===== src/rtl/timer_pkg.sv =====
// Shared types and constants for the BCD countdown timer.
package timer_pkg;

  typedef enum logic [1:0] {
    IDLE    = 2'd0,
    RUNNING = 2'd1,
    PAUSED  = 2'd2,
    DONE    = 2'd3
  } state_t;

  localparam int BCD_W        = 4;
  localparam int BCD_MAX      = 9;
  localparam int SEC_TENS_MAX = 5;

  // Largest legal value of digit i; digit 1 holds tens of seconds in mm:ss mode.
  function automatic int digit_max(input int i, input int minsec);
    return (minsec == 1 && i == 1) ? SEC_TENS_MAX : BCD_MAX;
  endfunction

endpackage


===== src/rtl/bcd_digit_down.sv =====
// One BCD down-counting digit with parallel load and a borrow chain.
module bcd_digit_down
  import timer_pkg::*;
#(
  parameter int MAX = BCD_MAX
) (
  input  logic             clk,
  input  logic             clr,
  input  logic             ld,
  input  logic [BCD_W-1:0] ld_val,
  input  logic             borrow_in,
  output logic [BCD_W-1:0] q,
  output logic             is_zero,
  output logic             borrow_out
);

  localparam logic [BCD_W-1:0] MAX_V = BCD_W'(MAX);

  logic [BCD_W-1:0] r_q;

  // Digit register: load wins; a borrow at 0 wraps to MAX, otherwise decrements.
  // NOTE: sequential state uses non-blocking assignments so every register
  // samples the pre-edge value of its neighbours.
  always_ff @(posedge clk or posedge clr) begin
    if (clr) begin
      r_q <= '0;
    end else if (ld) begin
      r_q <= ld_val;
    end else if (borrow_in) begin
      r_q <= is_zero ? MAX_V : r_q - BCD_W'(1);
    end
  end

  assign q          = r_q;
  assign is_zero    = (r_q == '0);
  assign borrow_out = borrow_in & is_zero;

endmodule


===== src/rtl/bcd_countdown_timer.sv =====
// Multi-digit BCD countdown timer with run/pause/done control and load clamping.
module bcd_countdown_timer
  import timer_pkg::*;
#(
  parameter int DIGITS = 4,
  parameter int MINSEC = 1
) (
  input  logic                  clk,
  input  logic                  clr,
  input  logic                  load,
  input  logic [4*DIGITS-1:0]   data,
  input  logic                  start,
  input  logic                  stop,
  input  logic                  tick,
  output logic [4*DIGITS-1:0]   count,
  output logic                  zero,
  output logic                  running,
  output logic                  done,
  output logic                  load_err
);

  state_t                r_state;
  state_t                w_state_nxt;
  logic                  r_load_err;
  logic [DIGITS:0]       w_borrow;
  logic [DIGITS-1:0]     w_digit_zero;
  logic [DIGITS-1:0]     w_clamped;
  logic [4*DIGITS-1:0]   w_clamp_val;
  logic [4*DIGITS-1:0]   w_ld_val;
  logic [4*DIGITS-1:0]   w_count;
  logic                  w_ld;
  logic                  w_dec;
  logic                  w_cancel;
  logic                  w_zero;
  logic                  w_last_sec;
  logic                  w_unused_borrow;

  // Digit chain: each digit clamps its own load value and passes borrow upward.
  for (genvar g = 0; g < DIGITS; g++) begin : g_digit
    localparam int               MAXD = digit_max(g, MINSEC);
    localparam logic [BCD_W-1:0] MAXV = BCD_W'(MAXD);

    assign w_clamped[g]            = (data[4*g +: 4] > MAXV);
    assign w_clamp_val[4*g +: 4]   = w_clamped[g] ? MAXV : data[4*g +: 4];

    bcd_digit_down #(.MAX(MAXD)) u_digit (
      .clk        (clk),
      .clr        (clr),
      .ld         (w_ld),
      .ld_val     (w_ld_val[4*g +: 4]),
      .borrow_in  (w_borrow[g]),
      .q          (w_count[4*g +: 4]),
      .is_zero    (w_digit_zero[g]),
      .borrow_out (w_borrow[g+1])
    );
  end

  // Borrow out of the top digit cannot occur because a zero count is never decremented.
  assign w_unused_borrow = w_borrow[DIGITS];
  assign w_borrow[0]     = w_dec;
  assign w_zero          = &w_digit_zero;
  assign w_last_sec      = (w_count == (4*DIGITS)'(1));
  assign w_ld            = load | w_cancel;
  assign w_ld_val        = w_cancel ? '0 : w_clamp_val;

  // State register.
  always_ff @(posedge clk or posedge clr) begin
    if (clr) begin
      r_state <= IDLE;
    end else begin
      r_state <= w_state_nxt;
    end
  end

  // Next-state logic: load > stop > start > tick, only the top active request acts.
  // NOTE: every signal written here gets a default first, so no latch is inferred.
  always_comb begin
    w_state_nxt = r_state;
    w_dec       = 1'b0;
    w_cancel    = 1'b0;
    if (load) begin
      w_state_nxt = IDLE;
    end else begin
      case (r_state)
        IDLE: begin
          if (!stop && start && !w_zero) w_state_nxt = RUNNING;
        end
        RUNNING: begin
          if (stop) begin
            w_state_nxt = PAUSED;
          end else if (!start && tick && !w_zero) begin
            w_dec = 1'b1;
            if (w_last_sec) w_state_nxt = DONE;
          end
        end
        PAUSED: begin
          if (stop) begin
            w_state_nxt = IDLE;
            w_cancel    = 1'b1;
          end else if (start && !w_zero) begin
            w_state_nxt = RUNNING;
          end
        end
        DONE:    w_state_nxt = IDLE;
        default: w_state_nxt = IDLE;
      endcase
    end
  end

  // Load-error pulse, registered so it lines up with the loaded count.
  always_ff @(posedge clk or posedge clr) begin
    if (clr) begin
      r_load_err <= 1'b0;
    end else begin
      r_load_err <= load & (|w_clamped);
    end
  end

  assign count    = w_count;
  assign zero     = w_zero;
  assign running  = (r_state == RUNNING);
  assign done     = (r_state == DONE);
  assign load_err = r_load_err;

endmodule


===== config.mk =====
export PLATFORM = sky130hd
export DESIGN_NAME = bcd_countdown_timer
export DESIGN_NICKNAME = d
export VERILOG_FILES = /design/src/rtl/timer_pkg.sv /design/src/rtl/bcd_digit_down.sv /design/src/rtl/bcd_countdown_timer.sv
export SDC_FILE = /design/constraint.sdc
export NUM_CORES = 1
export LEC_CHECK = 0
export ABC_AREA = 1
export BUFFER_PORTS_ARGS = -buffer_cell sky130_fd_sc_hd__buf_2
export CAP_MARGIN = 20
export CORE_MARGIN = 4
export CORE_UTILIZATION = 45
export DETAILED_ROUTE_END_ITERATION = 16
export PLACE_DENSITY = 0.71
export SETUP_SLACK_MARGIN = 0.4
export SKIP_LAST_GASP = 1
export SLEW_MARGIN = 20
export SYNTH_ARGS = -nofsm -noshare
export SYNTH_HDL_FRONTEND = slang
export SYNTH_HIERARCHICAL = 1
export SYNTH_SLANG_ARGS = --single-unit
export TNS_END_PERCENT = 30

===== constraint.sdc =====
create_clock -name clk -period 3.5 [get_ports clk]
set_input_delay 0.35 -clock clk [delete_from_list [all_inputs] [get_ports clk]]
set_output_delay 0.35 -clock clk [all_outputs]
set_load 0.03 [all_outputs]

== After elaboration in Yosys (flattened, before gate mapping) ==
Cells that the tools add are included.

* Register bits after elaboration: 19
* Input port bits: 22
* Logic and storage cells: 79

* Add/subtract/negate cells: 4
* Magnitude comparators: 4
* Equal/unequal tests: 8
* Mux-type cells: 32
* Bitwise gates (word level): 5
* Reduce and logical (&&, ||, !) cells: 20

{| class="wikitable"
|+ Operators with widths
! cell !! count
|-
| 4-bit two-way mux || 16
|-
| 16-bit by 1-bit equality test with 1-bit output, second input constant || 1
|-
| 4-bit zero test || 4
|-
| 16-bit two-way mux || 1
|-
| 4-bit by 1-bit subtractor with 4-bit output, second input constant || 4
|-
| 2-bit two-way mux || 7
|-
| 4-bit > comparator, second input constant || 3
|-
| 4-bit by 3-bit inequality test with 1-bit output, second input constant || 2
|-
| 2-bit one-hot mux with 4 select lines || 1
|-
| 4-bit AND reduction || 2
|-
| 2-bit nonzero test || 4
|-
| 1-bit two-way mux || 7
|-
| 1-bit logical AND || 5
|-
| 1-bit AND || 4
|-
| 2-bit equality test, second input constant || 2
|-
| 4-bit by 3-bit > comparator with 1-bit output, second input constant || 1
|-
| 4-bit inequality test, second input constant || 1
|-
| 4-bit OR reduction || 1
|-
| 1-bit zero test || 3
|-
| 3-bit inequality test, second input constant || 1
|-
| 2-bit by 1-bit equality test with 1-bit output, second input constant || 1
|-
| 2-bit zero test || 1
|-
| 1-bit bitwise OR || 1
|}

== Logic depth before layout (Yosys ltp) ==
Gate-level depths: netlist of the first run.

* Word-level depth: 13
* Depth in mapped cells: 16
* Mapped depth without buffers: 16

== Hierarchy ==
The synthesis of the first run kept the hierarchy.

{| class="wikitable"
|+ By module, submodules not included
! module !! times used !! cells an instance !! area an instance (um^2) !! sequential area each (um^2)
|-
| bcd_digit_down at g_digit[0].u_digit ... || 3 || 37 || 241.5 || 100.1
|-
| bcd_countdown_timer || 1 || 90 || 454.2 || 75.1
|-
| bcd_digit_down at g_digit[1].u_digit || 1 || 35 || 229.0 || 100.1
|}

== Least setup slack after synthesis of the first run ==
OpenSTA, ideal clock, no wires.

* Path type: reg2reg
* Start point: register r_state[1]
* End point: register g_digit[3].u_digit.r_q[1]
* Library setup time: 0.127 ns
* Data arrival time: 2.629 ns
* Data required time: 3.373 ns
* Path slack: 0.744 ns
* Cell stages (with the launch flop): 14
* Path buffers: 0
* Cell sequence: dfrtp_1 > nor2_1 > nand2_1 > nor4_1 > inv_2 > nor2_1 > inv_1 > nor3_1 > inv_2 > nor2_1 > inv_2 > or2_0 > nand3_1 > nand3_1

* Longest elaborated chain between the ends: 7

{| class="wikitable"
|+ Ends and longest elaborated chain
! item !! RTL line !! source
|-
| start: declaration || bcd_countdown_timer.sv:22 || <nowiki>state_t r_state;</nowiki>
|-
| start signal: assignment || bcd_countdown_timer.sv:71 || <nowiki>r_state <= w_state_nxt;</nowiki>
|-
| 2-bit by 1-bit equality test with 1-bit output || n/a ||
|-
| net running || bcd_countdown_timer.sv:17 || <nowiki>output logic running,</nowiki>
|-
| 1-bit two-way mux || bcd_countdown_timer.sv:84 || <nowiki>case (r_state)</nowiki>
|-
| 1-bit two-way mux || bcd_countdown_timer.sv:81 || <nowiki>if (load) begin</nowiki>
|-
| net w_borrow[0] || bcd_countdown_timer.sv:25 || <nowiki>logic [DIGITS:0] w_borrow;</nowiki>
|-
| 1-bit AND || bcd_digit_down.sv:36 || <nowiki>assign borrow_out = borrow_in & is_zero;</nowiki>
|-
| net w_borrow[1] || bcd_countdown_timer.sv:25 ||
|-
| 1-bit AND || bcd_digit_down.sv:36 ||
|-
| net w_borrow[2] || bcd_countdown_timer.sv:25 ||
|-
| 1-bit AND || bcd_digit_down.sv:36 ||
|-
| net w_borrow[3] || bcd_countdown_timer.sv:25 ||
|-
| 2-bit nonzero test (no source line) || n/a ||
|-
| end signal: assignment || bcd_digit_down.sv:28 || <nowiki>r_q <= ld_val;</nowiki>
|-
| end signal: assignment || bcd_digit_down.sv:30 || <nowiki>r_q <= is_zero ? MAX_V : r_q - BCD_W'(1);</nowiki>
|-
| end: declaration || bcd_digit_down.sv:19 || <nowiki>logic [BCD_W-1:0] r_q;</nowiki>
|}

The timed path passes the listed nets, and every way through them passes these cells.
A chain may end at the register's enable or synchronous reset.

== Worst setup path after layout of the first run ==
* Start point: register g_digit[0].u_digit.r_q[2]
* End point: register g_digit[3].u_digit.r_q[1]

* Longest elaborated chain between the ends: 12

{| class="wikitable"
|+ Ends and longest elaborated chain
! item !! RTL line !! source
|-
| start: declaration || bcd_digit_down.sv:19 ||
|-
| start signal: assignment || bcd_digit_down.sv:28 ||
|-
| start signal: assignment || bcd_digit_down.sv:30 ||
|-
| 4-bit zero test || bcd_digit_down.sv:35 || <nowiki>assign is_zero = (r_q == '0);</nowiki>
|-
| net w_digit_zero[0] || bcd_countdown_timer.sv:26 || <nowiki>logic [DIGITS-1:0] w_digit_zero;</nowiki>
|-
| 4-bit AND reduction || bcd_countdown_timer.sv:61 || <nowiki>assign w_zero = &w_digit_zero;</nowiki>
|-
| 1-bit zero test || bcd_countdown_timer.sv:91 || <nowiki>end else if (!start && tick && !w_zero) begin</nowiki>
|-
| 1-bit logical AND || bcd_countdown_timer.sv:91 ||
|-
| 1-bit two-way mux || bcd_countdown_timer.sv:91 ||
|-
| 1-bit two-way mux || bcd_countdown_timer.sv:89 || <nowiki>if (stop) begin</nowiki>
|-
| 1-bit two-way mux || bcd_countdown_timer.sv:84 ||
|-
| 1-bit two-way mux || bcd_countdown_timer.sv:81 ||
|-
| net w_borrow[0] || bcd_countdown_timer.sv:25 ||
|-
| 1-bit AND || bcd_digit_down.sv:36 ||
|-
| net w_borrow[1] || bcd_countdown_timer.sv:25 ||
|-
| 1-bit AND || bcd_digit_down.sv:36 ||
|-
| net w_borrow[2] || bcd_countdown_timer.sv:25 ||
|-
| 1-bit AND || bcd_digit_down.sv:36 ||
|-
| net w_borrow[3] || bcd_countdown_timer.sv:25 ||
|-
| 2-bit nonzero test (no source line) || n/a ||
|}

The timed path passes the listed nets, and every way through them passes these cells.

==> results of run 1 <==
-- sequential cells by signal, indices dropped and copies added, names as in the netlist --
signal and count:
g_digit.u_digit/q 16, load_err 1, r_state 2
-- through the flow --
step	setup slack [ns]	std cells	power [W]	hold WS [ns]
final	0.824	325	0.000623	0.401
after global routing	0.449	325	0.000674	0.392
after CTS	0.661	325	0.000629	0.390
after detailed placement	0.705	320	0.000518	0.286
after global placement	0.840	320	0.000517	0.288
after floorplan	0.756	235	0.000445	0.104
-- worst max-delay path, stage by stage, from the launching register on --
cell     delay (ns)
dfrtp_1        0.44
nor2_1         0.09
nand2_1        0.11
inv_1          0.05
nand2_1        0.06
nor2_2         0.06
nor4_2         0.33
inv_2          0.07
nor2_1         0.19
inv_1          0.08
nor3_1         0.36
inv_2          0.07
nor2_1         0.24
inv_2          0.06
or2_0          0.23
nand3_1        0.08
nand3_1        0.06
-- placed cells by master (no fill, tap or decap), types with 2 or more instances in the layout --
| master | instances |
|---|---|
| a21oi_1 | 6 |
| a22oi_1 | 4 |
| a31oi_1 | 3 |
| buf_2 | 41 |
| clkbuf_4 | 3 |
| dfrtp_1 | 19 |
| inv_1 | 32 |
| inv_2 | 7 |
| nand2_1 | 73 |
| nand3_1 | 17 |
| nor2_1 | 49 |
| nor2_2 | 4 |
| o21ai_0 | 7 |
| o21ai_1 | 2 |
| or2_0 | 4 |
-- final timing paths --
| path | from | end | cells after the start |
|---|---|---|---|
| worst max-delay path | g_digit[0].u_digit/q[2] | g_digit[3].u_digit/q[1] | 16 |
| worst min-delay path | load | load_err | 3 |
| worst max register to register | g_digit[0].u_digit/q[2] | g_digit[3].u_digit/q[1] | 16 |
| worst min register to register | g_digit[1].u_digit/q[3] | g_digit[1].u_digit/q[3] | 2 |
| max in group asynchronous | clr | g_digit[0].u_digit/q[1] | 3 |
| min in group asynchronous | clr | load_err | 3 |
-- per-layer routing --
layer  up-vias  share of wire, %  GRT usage [%]
met2        39                45           30.1
met1       690                47           25.8
met4         0               1.8           7.82
met5         -                 0              0
met3         6               6.1           2.64
li1        823                 -              -
-- power breakdown --
part	total [W]	switching (W)	internal, W
clock	0.000109	0.0000643	0.0000443
combinational	0.000231	0.000157	0.0000742
sequential	0.000283	0.0000371	0.000246
total	0.000623	0.000258	0.000365
-- area by class of cell --
type | instances | area share (%)
clock buffers | 4 | 1.54
inverters | 39 | 8.60
multi-input cells | 176 | 45.6
flip-flops and latches | 19 | 27.9
well taps | 44 | 3.23
repair buffers | 43 | 13.1
-- timing repair --
item                       4_1_cts  5_1_grt
setup endpoints to repair        0        4
hold endpoints to repair        19        0
hold buffers                     1        0
resized for setup                0        1
==> impl_metrics.env, run 1 <==
export IMPL_run_status="completed"
export IMPL_grt_ovfl_total=0
export IMPL_nNetsFinal=304
export IMPL_power_per_cell_area_mw_per_mm2=366
export IMPL_vdd_ir_drop_max_mv=0.165
export IMPL_cts_sink_count=19
export IMPL_num_rows=20
export IMPL_i_o_pin_cnt=42
export IMPL_port_buffers=41
export IMPL_wire_per_inst_um=10.7
export IMPL_cts_setup_buffers=0
export IMPL_hold_viol=0
export IMPL_critical_path_peak_fanout=6
export IMPL_layout_worst_path_cycle_share_pct=76.5
export IMPL_wl_um=3480
export IMPL_critPathCaptureType="register"
export IMPL_grt_pass1_wl_um=6240
export IMPL_max_cap_violations=0
export IMPL_final_design_area_no_fill_mm2=0.00170
export IMPL_htree_levels=1
export IMPL_syn_num_nets=257
export IMPL_detailedRoute_firstIterationViolations=96
export IMPL_tightest_slew_ns=0.601
export IMPL_maxClockFrequency_mhz=374
export IMPL_grt_start_max_net_pins=22
export IMPL_timing_reg2reg_setup_slack_ns=0.82
export IMPL_die_w_um=63.9
export IMPL_proportion_of_layout_cells_with_a_drive_suffix_above_1_pct=20.6
export IMPL_flow_area_growth_from_synthesis_pct=21.3
export IMPL_vias_per_cell=4.79
export IMPL_maxSlewViolCount=0
export IMPL_critPathRequiredTime_ns=3.69
export IMPL_firstDrtPassIters=4
export IMPL_layout_filler_cells=325
export IMPL_post_route_drc_count=0
export IMPL_via_count=1558
export IMPL_netlist_area_mm2=0.00140
export IMPL_worst_ep_arrival_time_ns=2.86
export IMPL_tritoncts_clock_tree="built"
export IMPL_crit_type="reg -> reg"
export IMPL_first_global_vias=1480
export IMPL_clock_insertion_delay_worst_skew_ns=0.29
export IMPL_grt_util_all_layers_pct=19.0
export IMPL_total_leakage_power_nw=0.979
export IMPL_final_seq_area_um2=475
export IMPL_setup_repair_after_global_routing_missed_its_margin="no"
export IMPL_slew_limit_headroom_pct=59.8
export IMPL_ctsLongestPathBuffers=2
export IMPL_timing_clock_skew_ns=0.000868
export IMPL_dpl_instance_area_mm2=0.00166
export IMPL_cts_inserted_buffers=3
export IMPL_clock_period_minus_final_worst_setup_slack_ns=2.68
export IMPL_diodes=0
export IMPL_worstHoldPathType="in -> reg"
export IMPL_clk_pin_slew_worst_paths_ns=0.10
export IMPL_final_setup_viol_count=0
export IMPL_gp_routability_congestion=0.900
export IMPL_die_area_mm2=0.00408
export IMPL_die_height_um=63.9
export IMPL_grt_antenna_before_repair=0
export IMPL_drtAntennaViolNets=0
export IMPL_post_synth_cell_area_avg_um2=5.97
export IMPL_hpwl_um=2850
export IMPL_multi_input_area_um2=777
export IMPL_synth_warning_count=6
export IMPL_gate_count_of_the_mapped_netlist=235
export IMPL_clock_root_buffer="clkbuf_4"
export IMPL_core_region_area_mm2=0.00303
export IMPL_floorplan_initialDensity_pct=46.4
export IMPL_timing_setup_tns_ns=0
export IMPL_startpoint_type="register"
export IMPL_finalCoreUtilization_pct=56.2
Power figures use the tool's default switching activity.
==> run 2, diff against run 1 <==
Clock period 3.5 ns to 2.5 ns, I/O delays scaled along.
==> impl_metrics.env, run 2 (synthesized netlist as in run 1, its figures left out) <==
export IMPL_port_buffers=41
export IMPL_total_leakage_power_nw=1.14
export IMPL_clock_period_minus_final_worst_setup_slack_ns=2.12
export IMPL_layout_filler_cells=255
export IMPL_tightest_slew_ns=0.694
export IMPL_final_seq_area_um2=495
export IMPL_i_o_pin_cnt=42
export IMPL_grt_antenna_before_repair=0
export IMPL_final_design_area_no_fill_mm2=0.00208
export IMPL_drtAntennaViolNets=0
export IMPL_maxSlewViolCount=0
export IMPL_timing_setup_tns_ns=0
export IMPL_core_region_area_mm2=0.00303
export IMPL_die_height_um=63.9
export IMPL_worst_ep_arrival_time_ns=2.34
export IMPL_post_route_drc_count=0
export IMPL_maxClockFrequency_mhz=471
export IMPL_use_met2_pct=34.1
export IMPL_wire_per_inst_um=12.0
export IMPL_run_status="completed"
export IMPL_firstDrtPassIters=4
export IMPL_worstHoldPathType="in -> reg"
export IMPL_grt_start_max_net_pins=22
export IMPL_largest_reg_flops=16
export IMPL_proportion_of_layout_cells_with_a_drive_suffix_above_1_pct=41.0
export IMPL_layout_worst_path_cycle_share_pct=84.9
export IMPL_clock_root_buffer="clkbuf_4"
export IMPL_critical_path_peak_fanout=5
export IMPL_detailedRoute_firstIterationViolations=134
export IMPL_wl_um=4260
export IMPL_clock_insertion_delay_worst_skew_ns=0.32
export IMPL_first_global_vias=1574
export IMPL_final_setup_viol_count=0
export IMPL_slew_limit_headroom_pct=53.6
export IMPL_critPathRequiredTime_ns=2.72
export IMPL_gr_usage_met1_pct=25.5
export IMPL_setup_repair_after_global_routing_missed_its_margin="yes"
export IMPL_grt_util_all_layers_pct=20.4
export IMPL_clk_pin_slew_worst_paths_ns=0.13
export IMPL_worst_path_setup_slack_after_routing_ns=0.377
export IMPL_dpl_worst_slack_ns=0.181
export IMPL_via_count=1729
export IMPL_hpwl_um=2880
export IMPL_floorplan_initialDensity_pct=46.4
export IMPL_max_cap_violations=0
export IMPL_grt_pass1_wl_um=6730
export IMPL_vias_per_cell=4.88
export IMPL_cts_inserted_buffers=3
export IMPL_gp_routability_congestion=0.892
export IMPL_power_per_cell_area_mw_per_mm2=482
export IMPL_multi_input_area_um2=892
export IMPL_critPathCaptureType="register"
export IMPL_flow_area_growth_from_synthesis_pct=47.9
export IMPL_final_common_cell="nand2_1"
export IMPL_diodes=0
export IMPL_grt_ovfl_total=0
export IMPL_mostFrequentLayoutCells="nand2_1 (66), nor2_1 (41), buf_2 (41)"
export IMPL_vdd_ir_drop_max_mv=0.304
export IMPL_timing_clock_skew_ns=0.0196
export IMPL_dpl_instance_area_mm2=0.00173
export IMPL_die_area_mm2=0.00408
export IMPL_nNetsFinal=333
export IMPL_die_w_um=63.9
export IMPL_htree_levels=1
export IMPL_tritoncts_clock_tree="built"
export IMPL_ctsLongestPathBuffers=2
export IMPL_final_hold_worst_slack_ns=0.267
export IMPL_num_rows=20
export IMPL_crit_type="reg -> reg"
export IMPL_startpoint_type="register"
export IMPL_globalRouteMet3Util_pct=4.92
export IMPL_global_route_peak_usage_layer="met2"
export IMPL_cts_sink_count=19
export IMPL_hold_viol=0
-- run 2: cell type report --
class / count / share of cell area [%]
clock inverters: 1 / 0.241
clock buffers: 3 / 1.08
multi-input cells: 176 / 43.0
well taps: 44 / 2.65
repair buffers: 72 / 22.1
flip-flops and latches: 19 / 23.9
inverters: 39 / 7.05
-- run 2: through the flow --
stage	power (W)	std cells	util, %
after floorplan	0.000640	235	-
after global placement	0.000741	320	57.0
after detailed placement	0.000741	320	57.0
after CTS	0.000936	338	62.2
after global routing	0.00108	354	68.6
final	0.00100	354	68.6
-- run 2: worst paths after layout --
kind	startpoint	endpoint	slack, ns	depth (start not counted)
worst max-delay path	g_digit[0].u_digit/q[3]	g_digit[0].u_digit/q[1]	0.38	15
worst min-delay path	data[14]	g_digit[3].u_digit/q[2]	0.27	5
worst max register to register	g_digit[0].u_digit/q[3]	g_digit[0].u_digit/q[1]	0.38	15
worst min register to register	g_digit[3].u_digit/q[3]	g_digit[3].u_digit/q[3]	0.58	2
max in group asynchronous	clr	g_digit[2].u_digit/q[0]	1.89	3
min in group asynchronous	clr	load_err	0.39	3
-- run 2: report_power, final --
part	total [W]	internal [W]	switching (W)
combinational	0.000434	0.000165	0.000269
sequential	0.000402	0.000351	0.0000507
clock	0.000165	0.0000599	0.000105
-- run 2: routing by layer --
metal | vias to the layer above | part of all wire, %
li1 | 881 | -
met1 | 786 | 42
met2 | 53 | 50
met3 | 9 | 5.8
met4 | 0 | 1.8
met5 | - | 0
-- run 2: critical path: stages, from the launching register on --
cell and delay, ns:
dfrtp_2 0.44, nor2_4 0.06, nand2_4 0.08, inv_2 0.04
nand2_2 0.07, nor2_4 0.05, nor4_4 0.30, inv_2 0.09
buf_6 0.12, buf_6 0.10, buf_6 0.10, buf_6 0.10
buf_6 0.10, or2_4 0.24, nand3_2 0.06, nand3_2 0.05
-- run 2: what timing repair did --
action | 4_1_cts | 5_1_grt
gates resized for setup | 7 | 24
endpoints found under the hold margin | 19 | 0
hold buffers | 1 | 0
pin swaps | 6 | 13
cloned | 0 | 0
buffers inserted | 13 | 16
endpoints found under the setup margin | 7 | 10
==> run 3, diff against run 2 <==
Settings changed: PLACE_DENSITY 0.71 to 0.74.
Clock period 2.5 ns to 1.9 ns, I/O delays scaled along.
==> impl_metrics.env, run 3 (synthesized netlist as in run 1, its figures left out) <==
export IMPL_drtAntennaViolNets=0
export IMPL_grt_util_all_layers_pct=22.3
export IMPL_detailedRoute_firstIterationViolations=90
export IMPL_final_instance_count_excl_fill=370
export IMPL_floorplan_initialDensity_pct=46.4
export IMPL_worstHoldPathType="in -> reg"
export IMPL_path_common_cell="inv_2"
export IMPL_final_hold_worst_slack_ns=0.212
export IMPL_crit_family="simple AND/OR/NAND/NOR gates"
export IMPL_critical_path_n_buffers_inverters=4
export IMPL_port_buffers=41
export IMPL_core_region_area_mm2=0.00303
export IMPL_power_per_cell_area_mw_per_mm2=620
export IMPL_clock_root_buffer="clkbuf_4"
export IMPL_crit_reg2reg_launch="r_state[1]"
export IMPL_first_global_vias=1641
export IMPL_clock_insertion_delay_worst_skew_ns=0.31
export IMPL_final_design_area_no_fill_mm2=0.00216
export IMPL_total_leakage_power_nw=1.20
export IMPL_crit_type="reg -> reg"
export IMPL_vias_per_cell=4.81
export IMPL_ordered_cell_list_for_the_critical_path="nor2_4 > nand2_4 > nor4_4 > inv_2 > nor2_4 > inv_2 > nor3_4 > inv_2 > nor2_4 > inv_2 > or2_1 > nand3_1 > nand3_1"
export IMPL_critical_path_peak_fanout=3
export IMPL_post_route_drc_count=0
export IMPL_die_height_um=63.9
export IMPL_clk_pin_slew_worst_paths_ns=0.12
export IMPL_ctsLongestPathBuffers=2
export IMPL_i_o_pin_cnt=42
export IMPL_grt_pass1_wl_um=7180
export IMPL_gp_routability_congestion=0.865
export IMPL_wire_per_inst_um=12.4
export IMPL_cp_slowest_cell="dfrtp_1"
export IMPL_worst_path_setup_slack_after_routing_ns=-0.255
export IMPL_die_w_um=63.9
export IMPL_run_status="finished with violations"
export IMPL_grt_ovfl_total=0
export IMPL_maxClockFrequency_mhz=464
export IMPL_cts_sink_count=19
export IMPL_num_rows=20
export IMPL_timing_clock_skew_ns=0.00589
export IMPL_grt_start_max_net_pins=16
export IMPL_htree_levels=1
export IMPL_flow_area_growth_from_synthesis_pct=53.7
export IMPL_die_area_mm2=0.00408
export IMPL_layout_worst_path_cycle_share_pct=113
export IMPL_final_common_cell="nand2_1"
export IMPL_total_power_w=0.00134
export IMPL_maxSlewViolCount=0
export IMPL_vdd_ir_drop_max_mv=0.308
export IMPL_clock_period_minus_final_worst_setup_slack_ns=2.16
export IMPL_violated_checks="setup timing"
export IMPL_critPathCaptureType="register"
export IMPL_delay_of_the_slowest_critical_path_stage_ns=0.43
export IMPL_final_setup_viol_count=11
export IMPL_largest_reg_flops=16
export IMPL_max_cap_violations=0
export IMPL_timing_hold_worst_start="data[14]"
export IMPL_hold_viol=0
export IMPL_dpl_instance_area_mm2=0.00196
export IMPL_worst_ep_arrival_time_ns=2.36
export IMPL_grt_antenna_before_repair=0
export IMPL_wl_um=4570
export IMPL_setup_worst_path_start="r_state[1]"
export IMPL_cts_inserted_buffers=3
export IMPL_setup_repair_after_global_routing_missed_its_margin="yes"
export IMPL_tritoncts_clock_tree="built"
export IMPL_firstDrtPassIters=4
export IMPL_diodes=0
export IMPL_critPathRequiredTime_ns=2.11
export IMPL_via_count=1780
export IMPL_dp_cells=351
export IMPL_nNetsFinal=349
export IMPL_mostFrequentLayoutCells="nand2_1 (69), buf_4 (42), buf_2 (41)"
export IMPL_layout_filler_cells=258
export IMPL_startpoint_type="register"
export IMPL_timing_setup_tns_ns=-1.68
export IMPL_proportion_of_layout_cells_with_a_drive_suffix_above_1_pct=41.4
export IMPL_hpwl_um=3320
==> run 3: worst paths after layout <==
kind / end / slack (ns) / cells past startpoint
worst max-delay path: g_digit[3].u_digit/q[1] / -0.26 / 13
worst min-delay path: g_digit[3].u_digit/q[2] / 0.21 / 5
worst max register to register: g_digit[3].u_digit/q[1] / -0.26 / 13
worst min register to register: g_digit[2].u_digit/q[1] / 0.60 / 3
max in group asynchronous: g_digit[2].u_digit/q[3] / 1.38 / 3
min in group asynchronous: load_err / 0.33 / 3
==> run 3: worst min-delay path, cell delays in order <==
cell	delay, ns
buf_2	0.10
nand2_1	0.05
nor2_1	0.04
nand2_1	0.05
nand3_1	0.07
==> run 3: cell type report <==
class	count	area, um2	area share, %
multi-input combinational	176	860	39.8
timing repair buffer	88	576	26.7
sequential	19	494	22.9
inverter	39	146	6.78
tap	44	55.1	2.55
clock buffer	3	22.5	1.04
clock inverter	1	5.00	0.232
==> run 3: what timing repair did <==
item                                    CTS  global route
hold buffers                              1             0
endpoints found under the setup margin   18            19
pin swaps                                 4             5
gates resized for setup                   5            14
endpoints found under the hold margin    19             0
buffers inserted                          9             5
==> run 3: report_power, final <==
part / switching [W] / leakage, nW / internal, W / total, W
clock: 0.000139 / 0.0177 / 0.0000787 / 0.000217
sequential: 0.0000328 / 0.214 / 0.000460 / 0.000493
combinational: 0.000385 / 0.969 / 0.000242 / 0.000627
total: 0.000557 / 1.20 / 0.000780 / 0.00134
==> run 3: per-stage QoR <==
| stage | worst slack [ns] | utilization (%) |
|---|---|---|
| floorplan | -0.375 | - |
| global placement | -0.108 | 64.7 |
| detailed placement | -0.178 | 64.7 |
| CTS | -0.165 | 68.4 |
| global route | -0.367 | 71.3 |
| finish | -0.255 | 71.3 |
==> run 3: layer usage <==
layer | global-route usage (%) | wire length [um] | share of wire (%)
met5 | 0 | 0 | 0
met4 | 7.01 | 77 | 1.7
met3 | 2.81 | 176 | 3.8
met2 | 40.6 | 2350 | 51
met1 | 26.7 | 1960 | 43
